File: config.mk
export PLATFORM = sky130hd
export DESIGN_NAME = out_port_hex_display
export DESIGN_NICKNAME = d
export VERILOG_FILES = /design/src/rtl/sc_io_pkg.sv /design/src/rtl/bin2bcd_seq.sv /design/src/rtl/out_port_hex_display.sv
export SDC_FILE = /design/constraint.sdc
export NUM_CORES = 1
export LEC_CHECK = 0
export BUFFER_PORTS_ARGS = -buffer_cell sky130_fd_sc_hd__clkbuf_2
export CORE_AREA = 10 10 151 97
export CTS_BUF_LIST = sky130_fd_sc_hd__clkbuf_2
export DETAILED_ROUTE_END_ITERATION = 10
export DIE_AREA = 0 0 161 107
export PLACE_DENSITY = 0.78
export SYNTH_ARGS = -nofsm -noshare
export SYNTH_HDL_FRONTEND = slang
export SYNTH_HIERARCHICAL = 1
export SYNTH_SLANG_ARGS = --single-unit
File: constraint.sdc
create_clock -name clock -period 3.6 [get_ports clock]
set_input_delay 0.72 -clock clock [delete_from_list [all_inputs] [get_ports clock]]
set_output_delay 0.72 -clock clock [all_outputs]
set_load 0.02 [all_outputs]
File: src/rtl/sc_io_pkg.sv
`default_nettype none
// ============================================================================
// Module  : sc_io_pkg
// Brief   : Shared constants, FSM encoding and 7-segment decode for the
//           sc_computer output-port display path.
// Revision: 1.0 - initial release
// ============================================================================
package sc_io_pkg;

  localparam logic [6:0] SEG_DASH  = 7'b0111111;
  localparam logic [6:0] SEG_BLANK = 7'b1111111;
  localparam logic [6:0] SEG_ZERO  = 7'b1000000;

  localparam int NPORTS = 3;

  typedef enum logic [1:0] {
    ST_IDLE   = 2'd0,
    ST_SHIFT  = 2'd1,
    ST_COMMIT = 2'd2
  } state_t;

  // Decimal digits needed for a W-bit value: ceil((W+1)/3.32).
  function automatic int bcd_digits(input int w);
    return ((w + 1) * 100 + 331) / 332;
  endfunction

  // Active-low segments, bit order {g,f,e,d,c,b,a}.
  function automatic logic [6:0] seg7(input logic [3:0] d);
    case (d)
      4'd0:    seg7 = 7'b1000000;
      4'd1:    seg7 = 7'b1111001;
      4'd2:    seg7 = 7'b0100100;
      4'd3:    seg7 = 7'b0110000;
      4'd4:    seg7 = 7'b0011001;
      4'd5:    seg7 = 7'b0010010;
      4'd6:    seg7 = 7'b0000010;
      4'd7:    seg7 = 7'b1111000;
      4'd8:    seg7 = 7'b0000000;
      4'd9:    seg7 = 7'b0010000;
      default: seg7 = SEG_BLANK;
    endcase
  endfunction

endpackage
`default_nettype wire

File: src/rtl/bin2bcd_seq.sv
`default_nettype none
// ============================================================================
// Module  : bin2bcd_seq
// Brief   : Iterative double-dabble converter, one bit per cycle, BIN_W cycles.
// Revision: 1.0 - initial release
// ============================================================================
module bin2bcd_seq #(
  parameter int BIN_W = 8,
  parameter int BCD_W = 12
) (
  input  logic             clock,
  input  logic             resetn,
  input  logic             start,
  input  logic [BIN_W-1:0] din,
  output logic             done,
  output logic [BCD_W-1:0] bcd
);

  localparam int CNT_W = $clog2(BIN_W + 1);

  logic [BIN_W-1:0] r_shreg;
  logic [BCD_W-1:0] r_bcd;
  logic [CNT_W-1:0] r_cnt;
  logic             r_active;
  logic [BCD_W-1:0] w_adj;
  logic             w_unused;

  for (genvar n = 0; n < BCD_W / 4; n++) begin : g_nib
    assign w_adj[4*n +: 4] = (r_bcd[4*n +: 4] >= 4'd5) ? r_bcd[4*n +: 4] + 4'd3
                                                       : r_bcd[4*n +: 4];
  end

  // The top nibble's MSB is shifted out; it is zero for any legal BIN_W.
  assign w_unused = w_adj[BCD_W-1];

  always_ff @(posedge clock or negedge resetn) begin
    if (!resetn) begin
      r_shreg  <= '0;
      r_bcd    <= '0;
      r_cnt    <= '0;
      r_active <= 1'b0;
    end else if (start) begin
      r_shreg  <= din;
      r_bcd    <= '0;
      r_cnt    <= CNT_W'(BIN_W);
      r_active <= 1'b1;
    end else if (r_active) begin
      {r_bcd, r_shreg} <= {w_adj[BCD_W-2:0], r_shreg, 1'b0};
      r_cnt            <= r_cnt - CNT_W'(1);
      if (r_cnt == CNT_W'(1)) begin
        r_active <= 1'b0;
      end
    end
  end

  // High during the final shift cycle so the caller can commit on the next one.
  assign done = r_active && (r_cnt == CNT_W'(1));
  assign bcd  = r_bcd;

endmodule
`default_nettype wire

File: src/rtl/out_port_hex_display.sv
`default_nettype none
// ============================================================================
// Module  : out_port_hex_display
// Brief   : Converts three CPU output ports to two-digit decimal 7-seg displays,
//           round-robin sharing one sequential BCD converter.
// Revision: 1.0 - initial release
// ============================================================================
module out_port_hex_display
  import sc_io_pkg::*;
#(
  parameter int BIN_W = 8
) (
  input  logic        clock,
  input  logic        resetn,
  input  logic [31:0] out_port0,
  input  logic [31:0] out_port1,
  input  logic [31:0] out_port2,
  output logic [6:0]  hex0,
  output logic [6:0]  hex1,
  output logic [6:0]  hex2,
  output logic [6:0]  hex3,
  output logic [6:0]  hex4,
  output logic [6:0]  hex5,
  output logic [2:0]  led_ovf,
  output logic        busy
);

  localparam int BCD_W = 4 * bcd_digits(BIN_W);

  state_t            r_state;
  logic [BIN_W-1:0]  r_in_q [NPORTS];
  logic [BIN_W-1:0]  r_last [NPORTS];
  logic [BIN_W-1:0]  r_cap;
  logic [1:0]        r_sel;
  logic [1:0]        r_rr;
  logic [6:0]        r_hex  [2*NPORTS];
  logic [NPORTS-1:0] r_ovf;
  logic              r_busy;

  logic [BIN_W-1:0]  w_port [NPORTS];
  logic [NPORTS-1:0] w_dirty;
  logic              w_any;
  logic [1:0]        w_sel;
  logic              w_start;
  logic              w_done;
  logic [BCD_W-1:0]  w_bcd;
  logic              w_ovf;
  logic              w_unused;

  assign w_port[0] = out_port0[BIN_W-1:0];
  assign w_port[1] = out_port1[BIN_W-1:0];
  assign w_port[2] = out_port2[BIN_W-1:0];
  assign w_unused  = ^{out_port0[31:BIN_W], out_port1[31:BIN_W], out_port2[31:BIN_W]};

  for (genvar p = 0; p < NPORTS; p++) begin : g_dirty
    assign w_dirty[p] = (r_in_q[p] != r_last[p]);
  end

  // Lowest offset from the round-robin pointer wins.
  always_comb begin
    w_any = 1'b0;
    w_sel = r_rr;
    for (int o = NPORTS - 1; o >= 0; o--) begin
      if (w_dirty[2'((int'(r_rr) + o) % NPORTS)]) begin
        w_any = 1'b1;
        w_sel = 2'((int'(r_rr) + o) % NPORTS);
      end
    end
  end

  assign w_start = (r_state == ST_IDLE) && w_any;

  bin2bcd_seq #(
    .BIN_W (BIN_W),
    .BCD_W (BCD_W)
  ) u_bin2bcd (
    .clock  (clock),
    .resetn (resetn),
    .start  (w_start),
    .din    (r_in_q[w_sel]),
    .done   (w_done),
    .bcd    (w_bcd)
  );

  if (BCD_W > 8) begin : g_ovf_hi
    assign w_ovf = |w_bcd[BCD_W-1:8];
  end else begin : g_ovf_none
    assign w_ovf = 1'b0;
  end

  always_ff @(posedge clock or negedge resetn) begin
    if (!resetn) begin
      for (int p = 0; p < NPORTS; p++) begin
        r_in_q[p] <= '0;
        r_last[p] <= '0;
      end
      for (int d = 0; d < 2 * NPORTS; d++) begin
        r_hex[d] <= SEG_ZERO;
      end
      r_state <= ST_IDLE;
      r_cap   <= '0;
      r_sel   <= '0;
      r_rr    <= '0;
      r_ovf   <= '0;
      r_busy  <= 1'b0;
    end else begin
      for (int p = 0; p < NPORTS; p++) begin
        r_in_q[p] <= w_port[p];
      end
      case (r_state)
        ST_IDLE: begin
          if (w_any) begin
            r_sel   <= w_sel;
            r_cap   <= r_in_q[w_sel];
            r_busy  <= 1'b1;
            r_state <= ST_SHIFT;
          end else begin
            r_busy <= 1'b0;
          end
        end
        ST_SHIFT: begin
          if (w_done) begin
            r_state <= ST_COMMIT;
          end
        end
        ST_COMMIT: begin
          // Record the converted value, not the live one, so a change during SHIFT re-triggers.
          r_last[r_sel] <= r_cap;
          if (w_ovf) begin
            r_hex[{r_sel, 1'b1}] <= SEG_DASH;
            r_hex[{r_sel, 1'b0}] <= SEG_DASH;
            r_ovf[r_sel]         <= 1'b1;
          end else begin
            r_hex[{r_sel, 1'b1}] <= seg7(w_bcd[7:4]);
            r_hex[{r_sel, 1'b0}] <= seg7(w_bcd[3:0]);
            r_ovf[r_sel]         <= 1'b0;
          end
          r_rr    <= (r_sel == 2'(NPORTS - 1)) ? 2'd0 : r_sel + 2'd1;
          r_busy  <= 1'b0;
          r_state <= ST_IDLE;
        end
        default: r_state <= ST_IDLE;
      endcase
    end
  end

  assign hex0    = r_hex[0];
  assign hex1    = r_hex[1];
  assign hex2    = r_hex[2];
  assign hex3    = r_hex[3];
  assign hex4    = r_hex[4];
  assign hex5    = r_hex[5];
  assign led_ovf = r_ovf;
  assign busy    = r_busy;

endmodule
`default_nettype wire
## Yosys cells after proc, flatten, opt, wreduce, memory -nomap -nowiden

Memories as Yosys holds them, arrays and structs flattened.
Cells that the tools add are included.

- Bitwise operators: 13
- Reduce and logical (&&, ||, !) cells: 12
- Eq/ne operators: 9
- $lt $le $gt $ge: 15
- Divide/modulo/power cells: 3
- Mux-type cells: 53
- Add/sub/neg operators: 7

Operators with widths:

| kind | number |
|---|---|
| $bwmux W42 | 2 |
| $or A36 B36 Y36 | 2 |
| $mod A32 B3 Y32 const B | 2 |
| $demux W7 S3 | 2 |
| $mux W42 | 1 |
| $mux W7 | 6 |
| $mux W8 | 5 |
| $mod A3 B3 Y32 const B | 1 |
| $bwmux W24 | 1 |
| $mux W12 | 2 |
| $ne A8 B8 Y1 | 3 |
| $bmux W8 S2 | 1 |
| $demux W8 S2 | 1 |
| $mux W4 | 4 |
| $mux W1 | 14 |
| $and A6 B6 Y6 | 2 |
| $ge A4 B3 Y1 const B | 3 |
| $lt A2 B4 Y1 const B | 3 |
| $mux W2 | 6 |
| $not A6 Y6 | 2 |
| $add A4 B2 Y4 const B | 2 |
| $ge A4 B4 Y1 const B | 2 |
| $lt A4 B1 Y1 const B | 2 |
| $not A3 Y4 | 2 |
| 28 further kinds | 41 |

- Word-level logic and storage cells: 136
- Memories: 2
- Memory bits (read-only): 224
- Output and inout port bits: 46
- Bits of input ports: 98
- Flip-flop bits (word level): 133

Memory list:

| memory | depth | bits a word | rd ports | clocked after memory_dff | wr ports | line | RTL |
|---|---|---|---|---|---|---|---|
| (name not given) | 16 | 7 | 1 | 0 | 0 | sc_io_pkg.sv:29 | `case (d)` |
| (name not given) | 16 | 7 | 1 | 0 | 0 | sc_io_pkg.sv:29 |  |

## Logic depth before layout (Yosys ltp)

- Word-level depth: 13
- Mapped depth: 13
- Depth with buffers taken out: 11

## Hierarchy

Netlist, hierarchy kept.

Modules (own cells, without submodules):

| module | cells each | sequential area each (µm²) | area an instance (µm²) | times used |
|---|---|---|---|---|
| out_port_hex_display | 573 | 2710.1 | 5290.1 | 1 |
| bin2bcd_seq | 140 | 625.6 | 1356.3 | 1 |

## Worst setup path after synthesis

OpenSTA, ideal clock, no wires.

- Path kind: register to register
- Start: reg r_rr[0]
- End: reg u_bin2bcd.r_bcd[10] (netlist: u_bin2bcd/bcd[10])
- Slack: 1.012 ns
- Library setup time: 0.126 ns
- Path buffers: 2
- Arrival: 2.461 ns
- Clock period less this slack: 2.588 ns
- Cell stages (with the launch flop): 12
- Data required time: 3.474 ns
- Cell sequence: dfrtp_1 > inv_1 > ha_1 > clkbuf_1 > nor4_1 > a211o_1 > a2111o_1 > buf_2 > inv_2 > inv_1 > and4_1 > a311o_1

- Word-level cells in the longest chain between the ends: 10
- Elaborated cells between the ends (all ways): 20
- Those cells by class: 2 x add/sub; 3 x div; 13 x mux; 2 x reduce/logical

RTL lines:

| element | line | RTL |
|---|---|---|
| start, declared | out_port_hex_display.sv:35 | `logic [1:0] r_rr;` |
| start signal, assigned | out_port_hex_display.sv:138 | `r_rr <= (r_sel == 2'(NPORTS - 1)) ? 2'd0 : r_sel + 2'd1;` |
| $add A2 B2 Y3 | out_port_hex_display.sv:64 | `if (w_dirty[2'((int'(r_rr) + o) % NPORTS)]) begin` |
| $mod A32 B3 Y32 | out_port_hex_display.sv:64 |  |
| $bmux W1 S2 | out_port_hex_display.sv:64 |  |
| $mux W1 (not written as such) (2 in series) | out_port_hex_display.sv:64 |  |
| $mux W1 (2 in series) | out_port_hex_display.sv:64 |  |
| $mux W1 * | out_port_hex_display.sv:64 |  |
| $logic_and A1 B1 Y1 * | out_port_hex_display.sv:71 | `assign w_start = (r_state == ST_IDLE) && w_any;` |
| named net w_start | out_port_hex_display.sv:44 | `logic w_start;` |
| $mux W12 / $reduce_bool A2 Y1 (equally long branches) | -- |  |
| end signal, assigned | bin2bcd_seq.sv:48 | `{r_bcd, r_shreg} <= {w_adj[BCD_W-2:0], r_shreg, 1'b0};` |
| end, declared | bin2bcd_seq.sv:22 | `logic [BCD_W-1:0] r_bcd;` |

The timed path passes the listed nets; every way through them passes the cells marked *. The select of a mux whose other input is x is not followed.
A chain may end at the register's enable or synchronous reset.

## Worst setup path after layout

- Start: reg r_rr[1]
- End: reg u_bin2bcd.r_bcd[10] (netlist: u_bin2bcd/bcd[10])

Same word-level chain as after synthesis.

==> run metrics <==
worst setup timing slack at the placement stage=between 0.5 and 0.6 ns; count of synthesis-stage warnings from yosys=6; share of synthesized area occupied by flip-flops and latches=between 50% and 60%; fraction of post-synthesis cell area in the top cell type by area=47.8%; number of iterations in the first detailed-routing pass=6; final hold viol count=0; Cell Pwr Density=831 mW/mm²; reported max-cap violation count=0; largest buffer count on any clock path=2; Worst Path Max Fanout=19; Buffers on Ports=between 70 and 80; initial cell density of the core=56.0%; number of DRC markers in iteration 0=593; clock-pin slew of the registers on the worst-case setup and hold paths=approximately 0.2 ns; DP Wirelength=between 10000 and 15000 µm; worst slew margin relative to its limit=22.6%; Worst path most repeated cell=sky130_fd_sc_hd__inv_1; setup TNS=0 ns; Avg Vias per Cell=5.90; post-synthesis cell count=just over 700; cells along the critical path=inv_1 -> ha_1 -> or2_2 -> nor4_1 -> a211o_1 -> a2111o_1 -> inv_2 -> inv_1 -> and4_1 -> a311o_1; residual overflow from global routing=0; worst-case clock skew=between 0.04 and 0.05 ns; final RePlAce weighted congestion=0.910; antenna-violating nets left=0; number of design rule violations left after detail routing=0; buffer cell driving the clock tree root=sky130_fd_sc_hd__clkbuf_2; syn nets=832; kind of end point of the critical path=flip-flop; final-report setup violation count=0; cell type of the slowest stage on the worst timing path=sky130_fd_sc_hd__a2111o_1; CTS tree=built; wire length of the first global-routing pass=27200 µm; Layout Area Growth over Synthesis=10.1%; die extent in y=107 µm; Max IR drop VDD=0.000404 V; setup slack, reg-to-reg=0.38 ns; standby leakage power=0.00349 µW; number of global-route vias before repair=5394; final critical-path share of the clock period=89.4%; Mean Syn Cell Area=9.32 µm²; critical path launch point type=flip-flop; Reg2Reg Capture Point=u_bin2bcd/bcd[10]; number of antenna violations at the first check in global routing=0; status=completed; required arrival time at the worst endpoint=around 4.2 ns; relative contribution of sequential cells to total power=40.1%; Switching Fraction=45.5%; fraction of registers with async set or reset after synthesis=100%; worst path arrival time=3.77 ns; Total Routing Usage GR=19.1%; Critical Path Max Stage Delay=0.52 ns; clock network latency to the later pin of the worst-skew pair=roughly 0.68 ns; Top FF cell, synth=sky130_fd_sc_hd__dfrtp_1; clk sinks=~130; number of H-tree levels=4; unique cell type count in the Yosys netlist=62; synthesis-stage register bit count=133; clock period minus final worst setup slack=3.22 ns; pin count of the biggest net entering global routing=77; post-synthesis instance area=0.00665 mm²; hold buffer count at CTS=0; highest attainable clock frequency=311 MHz; cell type with the largest total area after synthesis=sky130_fd_sc_hd__dfrtp_1; unrepaired setup endpoints after global routing=no; number of antenna diodes=0; share of power burned in combinational logic=45.9%; worst r2r src=r_rr[1]; core region area=0.0119 mm²; net switching power=~2800 µW; dominant cells by area after synthesis=sky130_fd_sc_hd__dfrtp_1 (48%), sky130_fd_sc_hd__nand2_1 (9.4%), sky130_fd_sc_hd__o21ai_0 (5.3%), sky130_fd_sc_hd__ha_1 (4.0%), sky130_fd_sc_hd__xnor2_1 (3.6%); count of instances resized after the clock tree is built=0; Hold Worst Slack=approximately 0.07 ns; vias after detailed routing=between 5000 and 6000; clock power share=14.0%; path category of the worst min-delay check=in -> async; Max Slew Vio Count=0; share of post-route cells with drive strength above 1=17.2%; Die Width=161 µm; number of flops mapped to enable cells by yosys=0; number of top-level design ports=144; floorplan row count=31; Nets=890; Post-CTS Setup Bufs=0; FF-to-FF path depth=10; Internal Dissipation=approximately 3300 µW; most common cell after layout, fill and taps aside=sky130_fd_sc_hd__nand2_1; total die area=approximately 0.017 mm²; final wirelength=16500 µm; worst setup path category=reg -> reg; drt wl/cell=~17 µm; Least-Margin Pin Slew=1.16 ns; post-layout worst setup margin=0.381 ns; clock buffer count from CTS=17; top library cells by usage in the layout, fill and taps aside=sky130_fd_sc_hd__nand2_1 (167), sky130_fd_sc_hd__dfrtp_1 (127), sky130_fd_sc_hd__clkbuf_2 (90), sky130_fd_sc_hd__o21ai_0 (71), sky130_fd_sc_hd__nor2_1 (37)
cells in the mapped netlist (10+ instances only):
cell                       instances
sky130_fd_sc_hd__dfrtp_1         127
sky130_fd_sc_hd__clkbuf_1         26
sky130_fd_sc_hd__xnor2_1          27
sky130_fd_sc_hd__a21oi_1          27
sky130_fd_sc_hd__nor3_1           16
sky130_fd_sc_hd__inv_1            23
sky130_fd_sc_hd__nand2_1         167
sky130_fd_sc_hd__ha_1             21
sky130_fd_sc_hd__nor2_1           37
sky130_fd_sc_hd__o21ai_1          10
sky130_fd_sc_hd__o21ai_0          71
metal layers:
metal  GRT usage [%]  routed length, µm  share of wire, %  vias up
met5               0                  0                 0        -
met4            5.50                274               1.7        0
met3            6.46               1610               9.7       32
met2            26.9               6950                42      261
met1            27.4               7650                46     2715
li1                -                  -                 -     2593
worst max path at each step:
stage | start | endpoint | slack, ns
3_5_place_dp | r_rr[1] | u_bin2bcd/bcd[10] | 0.50
5_1_grt | r_rr[1] | u_bin2bcd/bcd[10] | 0.20
6_report | r_rr[1] | u_bin2bcd/bcd[10] | 0.38
4_1_cts | r_rr[1] | u_bin2bcd/bcd[10] | 0.44
3_3_place_gp | r_rr[1] | u_bin2bcd/bcd[10] | 0.55
2_1_floorplan | r_rr[0] | u_bin2bcd/bcd[10] | 1.01
cell families after synthesis:
| logic type | Yosys count | share of synthesized area (%) |
|---|---|---|
| AOI/OAI and AO/OA | 176 | 17.7 |
| xor gates and xnor gates | 29 | 3.82 |
| buffers and inverters | 64 | 3.97 |
| and+or+nand+nor | 281 | 19.0 |
| adders and majority gates | 22 | 4.12 |
| muxes | 8 | 1.20 |
| DFF | 133 | 50.2 |
through the flow:
stage / instance area, µm² / instances / total power (µW) / utilization (%)
after floorplan: 6650 / 713 / 4410 / -
after global placement: 7110 / 917 / 5060 / 59.9
after detailed placement: 7110 / 917 / 5220 / 59.9
after CTS: 7320 / 949 / 6060 / 61.7
after global routing: 7320 / 949 / 6550 / 61.7
final: 7320 / 949 / 6090 / 61.7
registers in the layout, summed over array words and instances, names as in the netlist, named ones only:
name                flops
busy                    1
hex2                    7
r_in_q                 24
hex3                    7
u_bin2bcd/r_shreg       8
r_last                 24
hex0                    7
r_state                 2
r_sel                   2
r_cap                   8
hex1                    7
hex5                    7
u_bin2bcd/bcd          12
r_rr                    2
u_bin2bcd/r_active      1
hex4                    7
u_bin2bcd/r_cnt         4
power by group through the flow:
stage / sequential [µW] / clock, µW / combinational [µW]
final: 2440 / 851 / 2800
after global routing: 2510 / 935 / 3110
after CTS: 2430 / 863 / 2770
after detailed placement: 2460 / 0 / 2750
after global placement: 2430 / 0 / 2630
after floorplan: 2540 / 0 / 1860
worst max-delay path, delay by kind of cell (launching register included):
kind,cells,cell delay (ns)
buffers and inverters,3,0.67
DFF,1,0.47
AOI/OAI and AO/OA,3,1.08
and+or+nand+nor,3,0.49
adders and majority gates,1,0.39
final cells by class:
type                            instances  area [µm²]
Fill cell                             999        4550
Sequential cell                       133        3340
Clock inverter                         12         113
Timing Repair Buffer                   78         423
Multi-Input combinational cell        516        3050
Clock buffer                           20         100
Inverter                               25        96.3
Tap cell                              165         206
(Power assumes the default switching activity.)
